**src/rtl/axi_bus_decoder_if.sv**
```systemverilog
// rtl/axi_bus_decoder_if.sv - cpu request/response bus bundle for the slave-port decoder
interface axi_bus_decoder_if #(
  parameter int NPORTS = 4
);
  // Master (cpu) side
  logic                   m_avalid;
  logic                   m_aready;
  logic                   m_awe;
  logic [29:0]            m_aaddr;
  logic [31:0]            m_adata;
  logic [3:0]             m_astrb;
  logic                   m_bvalid;
  logic [31:0]            m_bdata;
  logic                   m_berr;

  // Slave (peripheral) side
  logic [NPORTS-1:0]      s_avalid;
  logic [NPORTS-1:0]      s_aready;
  logic                   s_awe;
  logic [29:0]            s_aaddr;
  logic [31:0]            s_adata;
  logic [3:0]             s_astrb;
  logic [NPORTS-1:0]      s_bvalid;
  logic [32*NPORTS-1:0]   s_bdata;

  modport master (
    output m_avalid, m_awe, m_aaddr, m_adata, m_astrb,
    input  m_aready, m_bvalid, m_bdata, m_berr
  );

  modport slave (
    input  s_avalid, s_awe, s_aaddr, s_adata, s_astrb,
    output s_aready, s_bvalid, s_bdata
  );

  modport dec (
    input  m_avalid, m_awe, m_aaddr, m_adata, m_astrb,
    output m_aready, m_bvalid, m_bdata, m_berr,
    output s_avalid, s_awe, s_aaddr, s_adata, s_astrb,
    input  s_aready, s_bvalid, s_bdata
  );
endinterface

```
**src/rtl/axi_bus_decoder.sv**
```systemverilog
// rtl/axi_bus_decoder.sv - 1-master/NPORTS-slave base/mask decoder with response timeout
module axi_bus_decoder #(
  parameter int                   NPORTS       = 4,
  parameter logic [30*NPORTS-1:0] BASES        = {NPORTS{30'h0}},
  parameter logic [30*NPORTS-1:0] MASKS        = {NPORTS{30'h0}},
  parameter int                   DEFAULT_PORT = NPORTS - 1,
  parameter int                   TIMEOUT      = 1024,
  parameter logic [31:0]          ERR_DATA     = 32'hDEADBEEF
) (
  input  logic                clk,
  input  logic                rst_n,
  axi_bus_decoder_if.dec      bus,
  output logic                err_flag,
  input  logic                err_clr
);

  localparam int PW = (NPORTS > 1) ? $clog2(NPORTS) : 1;
  // A zero TIMEOUT would give a zero-width counter; keep one bit so the logic stays legal.
  localparam int CW = (TIMEOUT > 0) ? $clog2(TIMEOUT + 1) : 1;
  localparam logic [CW-1:0] CNT_LAST = CW'((TIMEOUT > 0) ? TIMEOUT - 1 : 0);
  localparam logic [CW-1:0] CNT_MAX  = '1;

  typedef enum logic [1:0] {ST_IDLE, ST_WAIT, ST_ERR} state_t;

  state_t            state;
  logic [PW-1:0]     cur;
  logic [PW-1:0]     sel;
  logic              hit;
  logic [NPORTS-1:0] orphan;
  logic [CW-1:0]     counter;

  // Address decode: lowest matching port wins, unmatched falls to the default port.
  always_comb begin
    sel = PW'(DEFAULT_PORT);
    hit = 1'b0;
    for (int i = 0; i < NPORTS; i++) begin
      if (!hit && ((bus.m_aaddr & MASKS[30*i +: 30]) == BASES[30*i +: 30])) begin
        sel = PW'(i);
        hit = 1'b1;
      end
    end
  end

  // Request routing; an orphaned port is answered locally with an error instead of being asked.
  always_comb begin
    bus.m_aready = 1'b0;
    bus.s_avalid = '0;
    if (rst_n && state == ST_IDLE) begin
      if (orphan[sel]) begin
        bus.m_aready = 1'b1;
      end else begin
        bus.m_aready      = bus.s_aready[sel];
        bus.s_avalid[sel] = bus.m_avalid;
      end
    end
  end

  // Response path: only the port holding the outstanding access is forwarded.
  always_comb begin
    bus.m_bvalid = 1'b0;
    bus.m_bdata  = '0;
    bus.m_berr   = 1'b0;
    case (state)
      ST_WAIT: begin
        bus.m_bvalid = bus.s_bvalid[cur];
        bus.m_bdata  = bus.s_bdata[32*int'(cur) +: 32];
      end
      ST_ERR: begin
        bus.m_bvalid = 1'b1;
        bus.m_bdata  = ERR_DATA;
        bus.m_berr   = 1'b1;
      end
      default: ;
    endcase
  end

  assign bus.s_awe   = bus.m_awe;
  assign bus.s_aaddr = bus.m_aaddr;
  assign bus.s_adata = bus.m_adata;
  assign bus.s_astrb = bus.m_astrb;

  // Access tracking FSM, timeout counter, orphan bookkeeping and sticky error flag.
  always_ff @(posedge clk or negedge rst_n) begin
    if (!rst_n) begin
      state    <= ST_IDLE;
      cur      <= '0;
      orphan   <= '0;
      counter  <= '0;
      err_flag <= 1'b0;
    end else begin
      // Any response not being forwarded is a late answer; it releases that port's orphan bit.
      // The current port never has its orphan bit set while in WAIT, so masking it here is safe.
      orphan <= orphan & ~bus.s_bvalid;

      if (state == ST_ERR) begin
        err_flag <= 1'b1;
      end else if (err_clr) begin
        err_flag <= 1'b0;
      end

      case (state)
        ST_IDLE: begin
          if (bus.m_avalid && bus.m_aready) begin
            if (orphan[sel]) begin
              state <= ST_ERR;
            end else begin
              cur     <= sel;
              counter <= '0;
              state   <= ST_WAIT;
            end
          end
        end
        ST_WAIT: begin
          if (bus.s_bvalid[cur]) begin
            state <= ST_IDLE;
          end else if (TIMEOUT != 0 && counter == CNT_LAST) begin
            orphan[cur] <= 1'b1;
            state       <= ST_ERR;
          end else if (counter != CNT_MAX) begin
            counter <= counter + 1'b1;
          end
        end
        ST_ERR: begin
          state <= ST_IDLE;
        end
        default: begin
          state <= ST_IDLE;
        end
      endcase
    end
  end

endmodule
```
**src/flat_wrapper.sv**
```systemverilog
// flat-port wrapper written by rule: the top's interface ports become plain ports
module axi_bus_decoder_flat 
#(
  parameter int                   NPORTS       = 4,
  parameter logic [30*NPORTS-1:0] BASES        = {NPORTS{30'h0}},
  parameter logic [30*NPORTS-1:0] MASKS        = {NPORTS{30'h0}},
  parameter int                   DEFAULT_PORT = NPORTS - 1,
  parameter int                   TIMEOUT      = 1024,
  parameter logic [31:0]          ERR_DATA     = 32'hDEADBEEF
)
  (clk, rst_n, err_flag, err_clr, bus_m_avalid, bus_m_awe, bus_m_aaddr, bus_m_adata, bus_m_astrb, bus_m_aready, bus_m_bvalid, bus_m_bdata, bus_m_berr, bus_s_avalid, bus_s_awe, bus_s_aaddr, bus_s_adata, bus_s_astrb, bus_s_aready, bus_s_bvalid, bus_s_bdata);
  axi_bus_decoder_if #(.NPORTS(NPORTS)) bus_i ();
  input  logic clk;
  input  logic rst_n;
  output logic err_flag;
  input  logic err_clr;
  input wire logic [$bits(bus_i.m_avalid)-1:0] bus_m_avalid;
  input wire logic [$bits(bus_i.m_awe)-1:0] bus_m_awe;
  input wire logic [$bits(bus_i.m_aaddr)-1:0] bus_m_aaddr;
  input wire logic [$bits(bus_i.m_adata)-1:0] bus_m_adata;
  input wire logic [$bits(bus_i.m_astrb)-1:0] bus_m_astrb;
  output wire logic [$bits(bus_i.m_aready)-1:0] bus_m_aready;
  output wire logic [$bits(bus_i.m_bvalid)-1:0] bus_m_bvalid;
  output wire logic [$bits(bus_i.m_bdata)-1:0] bus_m_bdata;
  output wire logic [$bits(bus_i.m_berr)-1:0] bus_m_berr;
  output wire logic [$bits(bus_i.s_avalid)-1:0] bus_s_avalid;
  output wire logic [$bits(bus_i.s_awe)-1:0] bus_s_awe;
  output wire logic [$bits(bus_i.s_aaddr)-1:0] bus_s_aaddr;
  output wire logic [$bits(bus_i.s_adata)-1:0] bus_s_adata;
  output wire logic [$bits(bus_i.s_astrb)-1:0] bus_s_astrb;
  input wire logic [$bits(bus_i.s_aready)-1:0] bus_s_aready;
  input wire logic [$bits(bus_i.s_bvalid)-1:0] bus_s_bvalid;
  input wire logic [$bits(bus_i.s_bdata)-1:0] bus_s_bdata;
  assign bus_i.m_avalid = bus_m_avalid;
  assign bus_i.m_awe = bus_m_awe;
  assign bus_i.m_aaddr = bus_m_aaddr;
  assign bus_i.m_adata = bus_m_adata;
  assign bus_i.m_astrb = bus_m_astrb;
  assign bus_m_aready = bus_i.m_aready;
  assign bus_m_bvalid = bus_i.m_bvalid;
  assign bus_m_bdata = bus_i.m_bdata;
  assign bus_m_berr = bus_i.m_berr;
  assign bus_s_avalid = bus_i.s_avalid;
  assign bus_s_awe = bus_i.s_awe;
  assign bus_s_aaddr = bus_i.s_aaddr;
  assign bus_s_adata = bus_i.s_adata;
  assign bus_s_astrb = bus_i.s_astrb;
  assign bus_i.s_aready = bus_s_aready;
  assign bus_i.s_bvalid = bus_s_bvalid;
  assign bus_i.s_bdata = bus_s_bdata;
  axi_bus_decoder #(.NPORTS(NPORTS), .BASES(BASES), .MASKS(MASKS), .DEFAULT_PORT(DEFAULT_PORT), .TIMEOUT(TIMEOUT), .ERR_DATA(ERR_DATA)) u_core (.clk(clk), .rst_n(rst_n), .bus(bus_i), .err_flag(err_flag), .err_clr(err_clr));
endmodule
```
**config.mk**
```make
export PLATFORM = sky130hd
export DESIGN_NAME = axi_bus_decoder_flat
export DESIGN_NICKNAME = d
export VERILOG_FILES = /design/src/rtl/axi_bus_decoder_if.sv /design/src/rtl/axi_bus_decoder.sv /design/src/flat_wrapper.sv
export SDC_FILE = /design/constraint.sdc
export NUM_CORES = 1
export LEC_CHECK = 0
export ABC_AREA = 1
export CORE_AREA = 8 8 115 117
export DETAILED_ROUTE_END_ITERATION = 10
export DIE_AREA = 0 0 123 125
export HOLD_SLACK_MARGIN = 0.05
export SLEW_MARGIN = 20
export SYNTH_ARGS = -nofsm -noshare
export SYNTH_HDL_FRONTEND = slang
export SYNTH_SLANG_ARGS = --single-unit
```
**constraint.sdc**
```tcl
create_clock -name clk -period 1.7 [get_ports clk]
set_input_delay 0.255 -clock clk [delete_from_list [all_inputs] [get_ports clk]]
set_output_delay 0.255 -clock clk [all_outputs]
set_load 0.005 [all_outputs]
```
# ---- After elaboration in Yosys (flattened, before gate mapping)
# Cells that the tools add are included.
dict set report word_totals {
  reg_bits 18
  input_bits 207
  out_inout_bits 107
  word_cells 47
}
dict set report op_classes {
  n_addsub 1
  n_eq_ne 10
  mux 23
  bitwise 2
  reduce_logical 7
}
# cell count
set ops {}
lappend ops {{$pmux W32 S2} 1}
lappend ops {{$mux W11} 5}
lappend ops {{$pmux W11 S2} 1}
lappend ops {{$add A11 B1 Y11 const B} 1}
lappend ops {{$eq A11 B10 Y1 const B} 1}
lappend ops {{$ne A11 B11 Y1 const B} 1}
lappend ops {{$mux W1} 10}
lappend ops {{$mux W2} 4}
lappend ops {{$ne A2 B2 Y1 const B} 4}
lappend ops {{$reduce_and A6 Y1} 1}
lappend ops {{$and A4 B4 Y4} 1}
lappend ops {{$not A4 Y4} 1}
lappend ops {{$pmux W2 S2} 1}
lappend ops {{$reduce_bool A2 Y1} 2}
lappend ops {{$ne A3 B1 Y1 const B} 1}
lappend ops {{$eq A2 B1 Y1 const B} 1}
lappend ops {{$eq A2 B2 Y1 const B} 1}
lappend ops {{$logic_and A1 B1 Y1} 2}
lappend ops {{$logic_not A2 Y1} 1}
lappend ops {{$ne A2 B1 Y1 const B} 1}
lappend ops {{$pmux W1 S2} 1}
lappend ops {{$reduce_and A2 Y1} 1}

# ---- Logic depth before layout (Yosys ltp)
# Gate-level depths: netlist of the first run.
dict set report depth {
  word_depth 6
  depth_mapped 11
  mapped_depth_nobuf 10
}

# ---- Worst setup path before layout of the first run
# Ideal clock, no wire load.
dict set report synth_path {
  path_kind {register -> output}
  from {reg u_core.state[0]}
  to {out bus_m_bdata[13]}
  arrival_ns 1.272
  required_time_ns 1.445
  path_slack_ns 0.173
  stages_incl_launch_ff 7
  n_path_buf 2
  path_cell_list {dfrtp_1 inv_1 ha_1 buf_2 clkbuf_1 nand3_1 nand2_1}
}
dict set report synth_via {
  elab_chain_cells 2
  elab_cells_between_ends 3
  cone_classes {eq/ne (2); mux (1)}
}
# element line
set synth_rtl {}
lappend synth_rtl {{start, declared} axi_bus_decoder.sv:25} ;# state_t state;
lappend synth_rtl {{start signal, assigned} axi_bus_decoder.sv:85} ;# state <= ST_IDLE;
lappend synth_rtl {{start signal, assigned} axi_bus_decoder.sv:105} ;# state <= ST_ERR;
lappend synth_rtl {{start signal, assigned} axi_bus_decoder.sv:109} ;# state <= ST_WAIT;
lappend synth_rtl {{$eq A2 B2 Y1 / $eq A2 B1 Y1 (equally long branches)} axi_bus_decoder.sv:63} ;# case (state)
lappend synth_rtl {{$pmux W32 S2 (*)} axi_bus_decoder.sv:63}
lappend synth_rtl {{end, declared} flat_wrapper.sv:24} ;# output wire logic [$bits(bus_i.m_bdata)-1:0] bus_m_bdata;
# Mark *: on every way between the ends. The rest lies on a longest branch, timed or not.

# ---- Worst setup path in the final report of the first run
dict set report layout_path {
  from {reg u_core.state[0]}
  to {out bus_m_bdata[19]}
}
# Same word-level chain as after synthesis.

==> run metrics, run 1 <==
CTS root buf=clkbuf_16; Leak=approximately 1.5 nW; max cap viols=0; Post-Synthesis Mean Instance Area=roughly 6.6 sq um; Final TNS setup=-2960 ps; Post-CTS Hold Fix Bufs=0; DR DRC count=0; DR pass1 iterations=4; Fmax=0.540 GHz; unrepaired setup endpoints after global routing=yes; clock-pin slew on the worst setup and hold paths=around 60 ps; ANT cells=0; Final Cell Area=approximately 3200 sq um; Vias/cell=3.89; initial antenna violation count=0; fin crit period=between 1500 and 2000 ps; Yosys reg bits=15; # H-tree levels=1; HP Class=primary input to async pin; IO Count=~310; FILL cells=1245; die area=between 15000 and 20000 sq um; CTS tree=built; post-synth top area cell=buf_4; CTS buffer count=3; largest net degree at the start of global routing=21; Routed WL per cell=13.7 um; area share of the largest cell type after synthesis=about 29%; Peak VDD IR=a little under 0.8 mV; Placed Area=2310 sq um; first-pass GRT wire length=between 10 and 15 mm; worst-case clock buffer depth=2; PwrDens=about 1600 nW/um^2; final layout net count=527; Initial Util=15.8%; worst slack at placement=-380 ps; Iter 0 DRT Violations=73; Critical R2R Launch=u_core.state[0]$_DFFE_PN0P_; total grt overflow=0; max-slew violation count=0; Hold Fails Final Rpt=0; largest cells by area after synthesis=buf_4, dfrtp_1, nand2_1, nand3_1, inv_1; CP Class=flip-flop to output pin; DIE HEIGHT=between 100 and 150 um; startpoint class of the critical path=flip-flop; area of the core=roughly 12000 sq um; vias after detailed routing=roughly 1800; mapped cell area=1840 sq um; clock latency on the worst-skew pair=about 250 ps; # clock sinks=15; DIE WIDTH=123 um; Crit. Startpoint=u_core.state[0]$_DFFE_PN0P_; post-synthesis sequential area ratio=20.4%; Distinct cells, synth=21; Tcrit/Tclk final=109%; final wirelength=around 6.4 mm; share of cells above drive strength 1=around 50%; Critical Path Fanout Max=7; post-route ant nets=0; Yosys Warn Count=0; Worst Path Required=about 1400 ps; row count=40; setup ws final=-151 ps; Synth Instances=~280; status=complete, but fails checks; P&R area growth vs syn=73.6%; Final setup viols=36; failing checks=setup timing; gpl congestion=0.741; IO buf count=74; vias in the first global route=about 2000; Hold WS=between 400 and 500 ps; Worst setup EP type=output pin; clock skew=around 6 ps; critical path arrival=between 1500 and 2000 ps; dpl hpwl=4.17 mm; GRT Total Usage=8.02%
## layout make-up
cell class / instances / area [sq um] / area share [%]
multi-input combinational: 160 / 1240 / 38.9
timing repair buffer: 112 / 1220 / 38.1
sequential: 15 / 375 / 11.8
tap: 147 / 184 / 5.76
inverter: 24 / 90.1 / 2.82
clock buffer: 3 / 75.1 / 2.35
clock inverter: 1 / 7.51 / 0.235
## synth_stat cells
cell and n:
nor2_1 21, buf_6 2, nand3_2 2, o22ai_1 1, o21bai_1 2, nand3b_1 2, buf_4 71, clkbuf_1 3
o21ai_0 2, buf_2 5, nand2_2 3, nand2_1 69, nor2_4 1, o21ai_2 10, conb_1 1, inv_1 24
or2_2 2, nand3_1 37, ha_1 4, dfrtp_1 15, a21boi_0 1
## per-stage QoR
| stage | power, W | util, % | instances |
|---|---|---|---|
| after floorplan | 0.00156 | - | 280 |
| after global placement | 0.00248 | 19.9 | 432 |
| after detailed placement | 0.00251 | 19.9 | 432 |
| after CTS | 0.00444 | 25.1 | 454 |
| after global routing | 0.00532 | 27.5 | 462 |
| final | 0.00500 | 27.5 | 462 |
## registers in the layout, summed over array words and instances (netlist names)
| signal | cells |
|---|---|
| u_core.counter | 11 |
| u_core.err_flag | 1 |
| u_core.state | 2 |
| u_core.orphan | 1 |
## cell families (layout without fill, tap and decap cells)
family,after synthesis,count (layout),share of synthesized area (%)
buffers and inverters,105,140,37.1
flip-flops,15,15,20.4
adder cells (fa/ha/maj),4,4,2.72
other,1,3,0.204
AO/OA/AOI/OAI,16,16,6.88
AND/OR/NAND/NOR,137,137,32.7
## cells in the final DEF, fill, tap and decap left out
master / instances
nand2_1: 45
buf_8: 2
nor2_2: 2
dfrtp_1: 15
or2_2: 2
buf_12: 7
ha_1: 1
nand2_8: 2
nand3_4: 7
buf_16: 6
nand2_2: 6
clkbuf_2: 1
inv_1: 22
dlygate4sd2_1: 2
nand3_2: 19
nor2_4: 8
o21ai_0: 2
nand3b_1: 2
buf_6: 20
clkbuf_16: 5
buf_4: 13
nor2_1: 12
clkdlybuf4s50_1: 38
o21bai_1: 2
clkinvlp_4: 1
nand3_1: 13
o22ai_1: 1
nand2_4: 19
inv_2: 2
o21ai_2: 10
a21boi_2: 1
conb_1: 3
ha_4: 3
buf_2: 21
## power by group
group	leakage, nW	switching, W	internal [W]	total, W
Sequential	0.205	0.0000500	0.000408	0.000458
Clock	0.0371	0.000159	0.000317	0.000477
Combinational	1.23	0.00183	0.00223	0.00406
Total	1.47	0.00204	0.00296	0.00500
## worst max-delay path, cell delays in order, from the launching register on
cell and delay [ps]:
dfrtp_1 390, inv_2 90, ha_4 220, buf_12 130, buf_12 120, buf_16 130, nand3_2 60, nand2_1 60
buf_2 130
## worst paths after layout
path | endpoint | slack [ps] | cells after the start
max | bus_m_bdata[19] | -150 | 8
min | u_core.counter[2]$_DFFE_PN0P_ | 430 | 2
max reg2reg | u_core.counter[1]$_DFFE_PN0P_ | 0 | 10
min reg2reg | u_core.counter[10]$_DFFE_PN0P_ | 460 | 2
max in group asynchronous | u_core.counter[1]$_DFFE_PN0P_ | 1090 | 2
min in group clk | u_core.counter[10]$_DFFE_PN0P_ | 460 | 2
## routing by layer
metal / part of all wire, % / track usage, % / vias up
li1: - / - / 871
met1: 36 / 8.35 / 822
met2: 52 / 13.7 / 82
met3: 8.7 / 3.69 / 20
met4: 3.1 / 3.12 / 0
met5: 0 / 0 / -
## timing repair
item / in CTS / in global routing
pin swaps: 27 / 22
buffers inserted: 12 / 6
setup endpoints to repair: 46 / 44
gates cloned: 7 / 3
gates resized for setup: 230 / 39
No activity file was read; power rests on OpenSTA's default activity.
==> inputs of run 2 (changes only) <==
--- a/config.mk
+++ b/config.mk
@@ -5,10 +5,9 @@
 export SDC_FILE = /design/constraint.sdc
 export NUM_CORES = 1
 export LEC_CHECK = 0
-export ABC_AREA = 1
-export CORE_AREA = 8 8 115 117
+export CORE_AREA = 8 8 116 118
 export DETAILED_ROUTE_END_ITERATION = 10
-export DIE_AREA = 0 0 123 125
+export DIE_AREA = 0 0 124 126
 export HOLD_SLACK_MARGIN = 0.05
 export SLEW_MARGIN = 20
 export SYNTH_ARGS = -nofsm -noshare
==> run 2 against run 1 <==
Net effect:
- worst setup slack improved by 7.3 ps
- count of clock-buffer cells in the layout increased by 1
- core utilization fell by 6.1 points
- register-to-register slack worse by 90 ps
- routed wire length fell by 9.5%
- synthesized area is 8.2% lower
- the run still ends with setup timing left
- worst hold slack improved by 13 ps
- sequential cell count stayed put
- critical endpoint is now bus_m_bdata[5]
==> run metrics, run 2 <==
status=complete, but fails checks; failing checks=setup timing; area of the core=11700 sq um (+0.86%); clock skew=0.738 ps (-5.33 ps); GRT Total Usage=6.69% (-1.3 points); DIE WIDTH=124 um (+0.81%); max-slew violation count=0 (unchanged); Worst Path Required=1440 ps (about the same); HP Class=primary input to async pin; post-synthesis sequential area ratio=22.2% (+1.8 points); largest cells by area after synthesis=buf_4, dfrtp_1, a21o_1, and3_1, ha_1; Final Util=21.4% (-6.1 points); Iter 0 DRT Violations=41 (-44%); post-route insts no fill=387 (-16%); delay-heaviest family, CP=flip-flops; Leak=1.26 nW (-14%); final wirelength=5.75 mm (-9.5%); FF-to-FF setup slack=-90 ps (-90 ps); Distinct cells, synth=38 (+81%); crit path cell chain=inv_2 > ha_4 > and2_4 > clkbuf_16 > a21o_1 > buf_2; max FFs per register=11 (unchanged); FF-to-FF End=u_core.counter[8]$_DFFE_PN0P_; Final setup viols=41 (+14%); Post-synth EDFFs=0 (unchanged); die area=15600 sq um (+1.6%); Fmax=0.542 GHz (+0.39%); Top FF cell, synth=dfrtp_1; area share of the largest cell type after synthesis=31.1% (+2.1 points); # H-tree levels=1 (unchanged); placed cell count=372 (-14%); biggest regs=u_core.counter x11, u_core.state x2; initial antenna violation count=0 (unchanged); count leader, synth=buf_4; Tcrit/Tclk final=108% (-0.43 points); CTS root buf=clkbuf_16; clock-pin slew on the worst setup and hold paths=50 ps (about the same); max cap viols=0 (unchanged); Routed WL per cell=14.9 um (+8.0%); Critical Path Fanout Max=6 (-1); Hold WS=441 ps (+12.5 ps); ANT cells=0 (unchanged); register with the most flip-flops=u_core.counter; worst-case clock buffer depth=2 (unchanged); Critical R2R Launch=u_core.state[1]$_DFFE_PN0P_; R2R depth=9 (-1); final layout net count=452 (-14%); gpl congestion=0.738 (-0.39%); # clock sinks=15 (unchanged); Post-CTS Hold Fix Bufs=0 (unchanged); commonest non-fill, non-tap cell in the layout=clkdlybuf4s50_1; CP Buf/Inv Count=3 (-2); clock latency on the worst-skew pair=240 ps (about the same); dpl hpwl=4.09 mm (-1.7%); worst slack at placement=-312 ps (+68.1 ps); CTS buffer count=3 (unchanged); crit path max-delay cell type=dfrtp_1; P&R area growth vs syn=48.3%; Yosys Warn Count=0 (unchanged); Synth top cells by count=buf_4, a21o_1, dfrtp_1; Final TNS setup=-4210 ps (-1250 ps); post-synth top area cell=buf_4; first-pass GRT wire length=8.47 mm (-15%); DIE HEIGHT=126 um (+0.80%); most frequent cells in the layout=clkdlybuf4s50_1, a21o_1, buf_2; DR pass1 iterations=4 (unchanged); Yosys reg bits=15 (unchanged); Vias/cell=3.90 (+0.49%); Post-Synthesis Mean Instance Area=8.15 sq um (+23%); mapped cell area=1690 sq um (-8.2%); Hold Fails Final Rpt=0 (unchanged); IO Count=314 (unchanged); Peak VDD IR=0.410 mV (-47%); vias in the first global route=1607 (-19%); IO buf count=74 (unchanged); startpoint class of the critical path=flip-flop; FILL cells=1292 (+3.8%); CP Class=flip-flop to output pin; total grt overflow=0 (unchanged); critical path arrival=1590 ps (about the same); Worst setup EP type=output pin; CTS tree=built; Synth Instances=207 (-26%); Initial Util=14.4% (-1.4 points); vias after detailed routing=1511 (-16%); unrepaired setup endpoints after global routing=yes; ys async rst share=100% (unchanged); largest net degree at the start of global routing=16 (-24%); setup ws final=-144 ps (+7.26 ps); row count=40 (unchanged); share of cells above drive strength 1=37.5% (-12 points); post-route ant nets=0 (unchanged); DR DRC count=0 (unchanged); Max stage delay on crit path=390 ps (about the same); fin crit period=1840 ps (-7.26 ps); PwrDens=1530 nW/um^2 (-2.5%)
==> run 2: timing repair <==
item                                    CTS  global route
pin swaps                                 7             3
gates cloned                              3             2
resized for setup                       136            25
buffers inserted                          3             5
endpoints found under the setup margin   46            48
==> run 2: where the power goes <==
group          total (W)  internal (W)  switching, W  leakage, nW
Sequential      0.000534      0.000442     0.0000917        0.201
Combinational    0.00283       0.00158       0.00125         1.03
Clock           0.000463      0.000318      0.000145       0.0382
==> run 2: worst max path at each step <==
stage          cells past startpoint                   startpoint                       endpoint
5_1_grt                            7  u_core.state[0]$_DFFE_PN0P_  u_core.counter[2]$_DFFE_PN0P_
3_5_place_dp                       6  u_core.state[1]$_DFFE_PN0P_                 bus_m_bdata[6]
3_3_place_gp                       6  u_core.state[1]$_DFFE_PN0P_                   bus_m_bvalid
2_1_floorplan                      6  u_core.state[0]$_DFFE_PN0P_                bus_m_bdata[10]
6_report                           6  u_core.state[1]$_DFFE_PN0P_                 bus_m_bdata[5]
4_1_cts                            6  u_core.state[1]$_DFFE_PN0P_                bus_m_bdata[26]
==> run 2: cell type report <==
type,instances,area (sq um),share of cell area (%)
timing repair buffer,105,946,37.8
sequential,15,375,15.0
clock buffer,4,78.8,3.15
multi-input combinational,111,901,36.0
inverter,5,18.8,0.750
tap,147,184,7.35
==> run 2: cells by family after synthesis <==
| kind of cell | after synthesis | synth area share [%] |
|---|---|---|
| simple gates | 48 | 16.3 |
| compound gates | 55 | 23.6 |
| buf+inv | 83 | 34.0 |
| mux | 1 | 0.593 |
| fa+ha+maj | 4 | 2.97 |
| other cells | 1 | 0.222 |
| flops | 15 | 22.2 |
==> run 2: metrics by stage <==
stage	power [W]	area [sq um]
after floorplan	0.00167	1700
after global placement	0.00301	2240
after detailed placement	0.00305	2240
after CTS	0.00355	2350
after global routing	0.00409	2500
final	0.00382	2500
==> run 2: per-layer routing <==
layer | wire [um] | up-vias | track usage [%]
met5 | 0 | - | 0
li1 | - | 716 | -
met4 | 157 | 0 | 3.50
met3 | 616 | 20 | 2.90
met1 | 2310 | 697 | 7.29
met2 | 2660 | 78 | 10.7
==> inputs of run 3 (changes only) <==
==> constraint.sdc (replaced) <==
create_clock -name clk -period 1.7 [get_ports clk]
set_input_delay 0.51 -clock clk [delete_from_list [all_inputs] [get_ports clk]]
set_output_delay 0.51 -clock clk [all_outputs]
set_load 0.005 [all_outputs]
==> run 3 against run 2 <==
Net effect:
- the flow still finishes with violations (setup timing)
- sequential power fell by 2%
- via count rose by 9.7%
- register-to-register slack got worse by 280 ps
- sequential share of layout area fell by 1.1 points
- final area is 7.6% higher
- first-iteration DRC count fell by 22%
- power rose by 16%
- clock skew is 0.66 ps higher
==> run metrics, run 3 (same netlist as run 2, synthesis figures left out) <==
Final Cell Area=2700 sq um (+7.6%); Hold Fails Final Rpt=0 (unchanged); CP Class=flip-flop to output pin; Net Sw Power=0.00169 W (+14%); row count=40 (unchanged); largest net degree at the start of global routing=16 (unchanged); PwrDens=1650 nW/um^2 (+8.1%); unrepaired setup endpoints after global routing=yes; initial antenna violation count=0 (unchanged); area of the core=11700 sq um (unchanged); worst-case clock buffer depth=2 (unchanged); clock share of power=10.4% (-1.7 points); max FFs per register=11 (unchanged); Critical Path Fanout Max=5 (-1); commonest non-fill, non-tap cell in the layout=clkdlybuf4s50_1; biggest regs=u_core.counter x11, u_core.state x2; R2R depth=11 (+2); Int Power=0.00276 W (+18%); Worst setup EP type=output pin; CTS buffer count=3 (unchanged); dpl hpwl=4.18 mm (+2.0%); GRT Total Usage=7.33% (+0.64 points); clock skew=1.40 ps (+0.657 ps); Peak VDD IR=0.632 mV (+54%); Worst Path Required=1190 ps (-250 ps); final wirelength=6.38 mm (+11%); startpoint class of the critical path=flip-flop; Top cell by count, worst path=buf_6; status=complete, but fails checks; sw frac=38.0% (-0.83 points); sequential power share=11.8% (-2.2 points); total grt overflow=0 (unchanged); Tcrit/Tclk final=127% (+18 points); first-pass GRT wire length=9.34 mm (+10%); IO buf count=74 (unchanged); fin crit period=2150 ps (+311 ps); critical path arrival=1640 ps (+50 ps); final layout net count=475 (+5.1%); DIE WIDTH=124 um (unchanged); Hold WS=438 ps (-3.11 ps); ANT cells=0 (unchanged); vias in the first global route=1783 (+11%); crit path max-delay cell type=dfrtp_1; Initial Util=14.4% (unchanged); gpl congestion=0.756 (+2.4%); max-slew violation count=0 (unchanged); HP Class=primary input to async pin; # H-tree levels=1 (unchanged); P&R area growth vs syn=59.7%; clock-pin slew on the worst setup and hold paths=50 ps (about the same); max cap viols=0 (unchanged); Total Power=0.00445 W (+16%); Final setup viols=47 (+15%); CTS root buf=clkbuf_16; Iter 0 DRT Violations=32 (-22%); DR DRC count=0 (unchanged); CTS tree=built; Routed WL per cell=15.6 um (+4.7%); Vias/cell=4.04 (+3.6%); clock latency on the worst-skew pair=240 ps (about the same); failing checks=setup timing; post-route ant nets=0 (unchanged); DR pass1 iterations=4 (unchanged); crit path cell chain=inv_2 > ha_4 > buf_6 > and2_4 > buf_6 > a21o_1 > buf_2; vias after detailed routing=1658 (+9.7%); Max stage delay on crit path=390 ps (about the same); Fmax=0.464 GHz (-14%); # clock sinks=15 (unchanged); die area=15600 sq um (unchanged); share of cells above drive strength 1=46.0% (+8.5 points); setup ws final=-455 ps (-311 ps); most frequent cells in the layout=clkdlybuf4s50_1, buf_2, a21o_1; Combinational Power Share=77.8% (+3.9 points); IO Count=314 (unchanged); Placed Area=2250 sq um (+0.67%); DIE HEIGHT=126 um (unchanged); Leak=1.38 nW (+9.1%); register with the most flip-flops=u_core.counter
run 3: changes by cell type in the layout (fill, tap and decap cells not counted), sizes merged:
cell	before	now
clkdlybuf4s15	0	5
clkbuf	12	5
clkdlybuf4s50	38	36
buf	51	78
dlygate4sd2	8	2
and2	2	8
run 3: cell type report:
class                   count  area (sq um)
inverters                   5          18.8
clock buffers               4          78.8
fillers                  1267          9020
multi-input cells         117           970
repair buffers            122          1070
well taps                 147           184
flip-flops and latches     15           375
run 3: per-layer routing:
metal	vias to the layer above	GRT usage, %	routed length (um)
met1	789	6.23	1940
met3	14	3.62	978
met4	0	2.38	84
met5	-	0	0
met2	83	14.2	3380
li1	772	-	-
run 3: worst paths after layout:
kind	start	to	slack [ps]
worst max register to register	u_core.state[1]$_DFFE_PN0P_	u_core.counter[6]$_DFFE_PN0P_	-370
worst min-delay path	rst_n	u_core.counter[9]$_DFFE_PN0P_	440
min in group clk	u_core.err_flag$_DFFE_PN0P_	u_core.err_flag$_DFFE_PN0P_	500
worst min register to register	u_core.err_flag$_DFFE_PN0P_	u_core.err_flag$_DFFE_PN0P_	500
max in group asynchronous	rst_n	u_core.err_flag$_DFFE_PN0P_	1080
worst max-delay path	u_core.state[1]$_DFFE_PN0P_	bus_m_bdata[16]	-450
run 3: power groups by stage:
stage                     clock (W)  combinational (W)  sequential (W)
after floorplan                   0            0.00136        0.000512
after global placement            0            0.00254        0.000519
after detailed placement          0            0.00257        0.000523
after CTS                  0.000476            0.00325        0.000520
after global routing       0.000486            0.00376        0.000536
final                      0.000465            0.00346        0.000525
run 3: worst max-delay path, delay by kind of cell, from the launching register on:
family	cells	cell delay, ps
AND/OR/NAND/NOR	1	180
buffers and inverters	4	460
adder cells (fa/ha/maj)	1	220
flip-flops	1	390
AO/OA/AOI/OAI	1	140
run 3: repair_timing:
| action | in CTS | in global routing |
|---|---|---|
| hold buffers | 0 | 0 |
| pin swaps | 13 | 4 |
| resized for setup | 190 | 13 |
| cloned | 8 | 1 |
| buffers inserted | 21 | 4 |
| endpoints found under the setup margin | 47 | 50 |
| hold endpoints to repair | 0 | 0 |
run 3: metrics by stage:
step | util, % | setup TNS (ps) | setup WS, ps | std cells
after floorplan | - | -1540 | -72.9 | 209
after global placement | 19.3 | -19490 | -554 | 375
after detailed placement | 19.3 | -20300 | -546 | 375
after CTS | 22.0 | -14830 | -438 | 406
after global routing | 23.0 | -18130 | -496 | 410
final | 23.0 | -15260 | -455 | 410
==> edit (config.mk and constraints of run 2) <==
The 3 states of `state_t` get a one-hot encoding in 3 bits.
--- a/src/rtl/axi_bus_decoder.sv
+++ b/src/rtl/axi_bus_decoder.sv
@@ -20,7 +20,7 @@
   localparam logic [CW-1:0] CNT_LAST = CW'((TIMEOUT > 0) ? TIMEOUT - 1 : 0);
   localparam logic [CW-1:0] CNT_MAX  = '1;
 
-  typedef enum logic [1:0] {ST_IDLE, ST_WAIT, ST_ERR} state_t;
+  typedef enum logic [2:0] {ST_IDLE = 3'b001, ST_WAIT = 3'b010, ST_ERR = 3'b100} state_t;
 
   state_t            state;
   logic [PW-1:0]     cur;
Check against the original RTL: no difference found for any inputs over 10 cycles, from zero or initial values and one cycle with rst_n low; not proved beyond that.
==> edit against run 2 <==
  * The flow still finishes with violations (negative setup slack)
  * Via count is 7.9% lower
  * Sequential cell count is 1 higher
  * Wire length shrank 6.6%
  * Setup slack lost 140 ps
  * Synthesized area down 4.7%
  * Critical path depth down 1
  * Final area is 0.45% higher
  * Critical endpoint is now u_core.counter[4]
Power is left out: it rests on default switching activity, and per cell area and clock period it moved more than threefold.
==> edit: results (changes against run 2) <==
Status
  • Status: complete, but fails checks
  • Violated checks: negative setup slack

Layout
  • Largest regs: u_core.counter (11), u_core.state (3)
  • Inverter count: 4 (-1)
  • Non-clk buf share: 43.5% (+5.7 points)
  • ClkCell Share: 3.13% (-0.014 points)
  • Non-clock buffers: 112 (+6.7%)
  • Multi-input logic area: 742 µm² (-18%)
  • Filler Cell Count: 1,301 (+0.70%)
  • Register area: 402 µm² (+7.0%)

GRT
  • Vias in the first global route: 1,509 (-6.1%)
  • First-pass GRT wire length: 8390 µm (-0.98%)
  • Total GRT Usage: 6.70% (+0.010 points)
  • Met2 usage: 10.8% (+0.095 points)

Synthesis
  • Post-synth top cells: buf_4 (70), a21o_1 (29), dfrtp_1 (15)
  • Top post-synthesis cells by area: buf_4 (33%), dfrtp_1 (23%), a21o_1 (14%)
  • Synthesized instance count: 195 (-5.8%)

Routing
  • DR vias/cell: 3.63 (-7.2%)
  • Metal-1 WL: 2180 µm (-5.6%)

Timing
  • Final worst slack: -282 ps (-138 ps)
  • Final setup fails: 42 (+2.4%)
  • Fin Clk Skew: 3.53 ps (+2.79 ps)

Placed design
  • Placed Cells: 364 (-2.2%)

Critical path
  • Worst path top cell family by delay: simple AND/OR/NAND/NOR gates
  • Cell count of the worst reg-to-reg path: 5 (-4)
  • Critical Path Source: u_core.state[0]
==> edit: timing repair <==
action                                 4_1_cts  5_1_grt
endpoints found under the hold margin        0        0
gates cloned                                 5        1
resized for setup                          174       13
setup endpoints to repair                   48       47
pin swaps                                   27       15
buffers inserted                            11        1
==> edit: per-stage QoR <==
step | cell area (µm²) | TNS (ps) | hold WS (ps) | worst slack (ps) | utilization [%]
2_1_floorplan | 1620 | -502 | -40.6 | -146 | -
3_3_place_gp | 2200 | -11140 | 483 | -382 | 18.8
3_5_place_dp | 2200 | -10340 | 483 | -365 | 18.8
4_1_cts | 2470 | -7900 | 456 | -320 | 21.1
5_1_grt | 2510 | -9110 | 482 | -314 | 21.5
6_report | 2510 | -6870 | 424 | -282 | 21.5
==> edit: cell families after synthesis <==
group / after synthesis / synth area share [%]
buf+inv: 80 / 35.0
flops: 16 / 25.0
compound gates: 54 / 23.6
fa+ha+maj: 1 / 0.777
simple gates: 42 / 14.9
other cells: 1 / 0.233
mux: 1 / 0.622
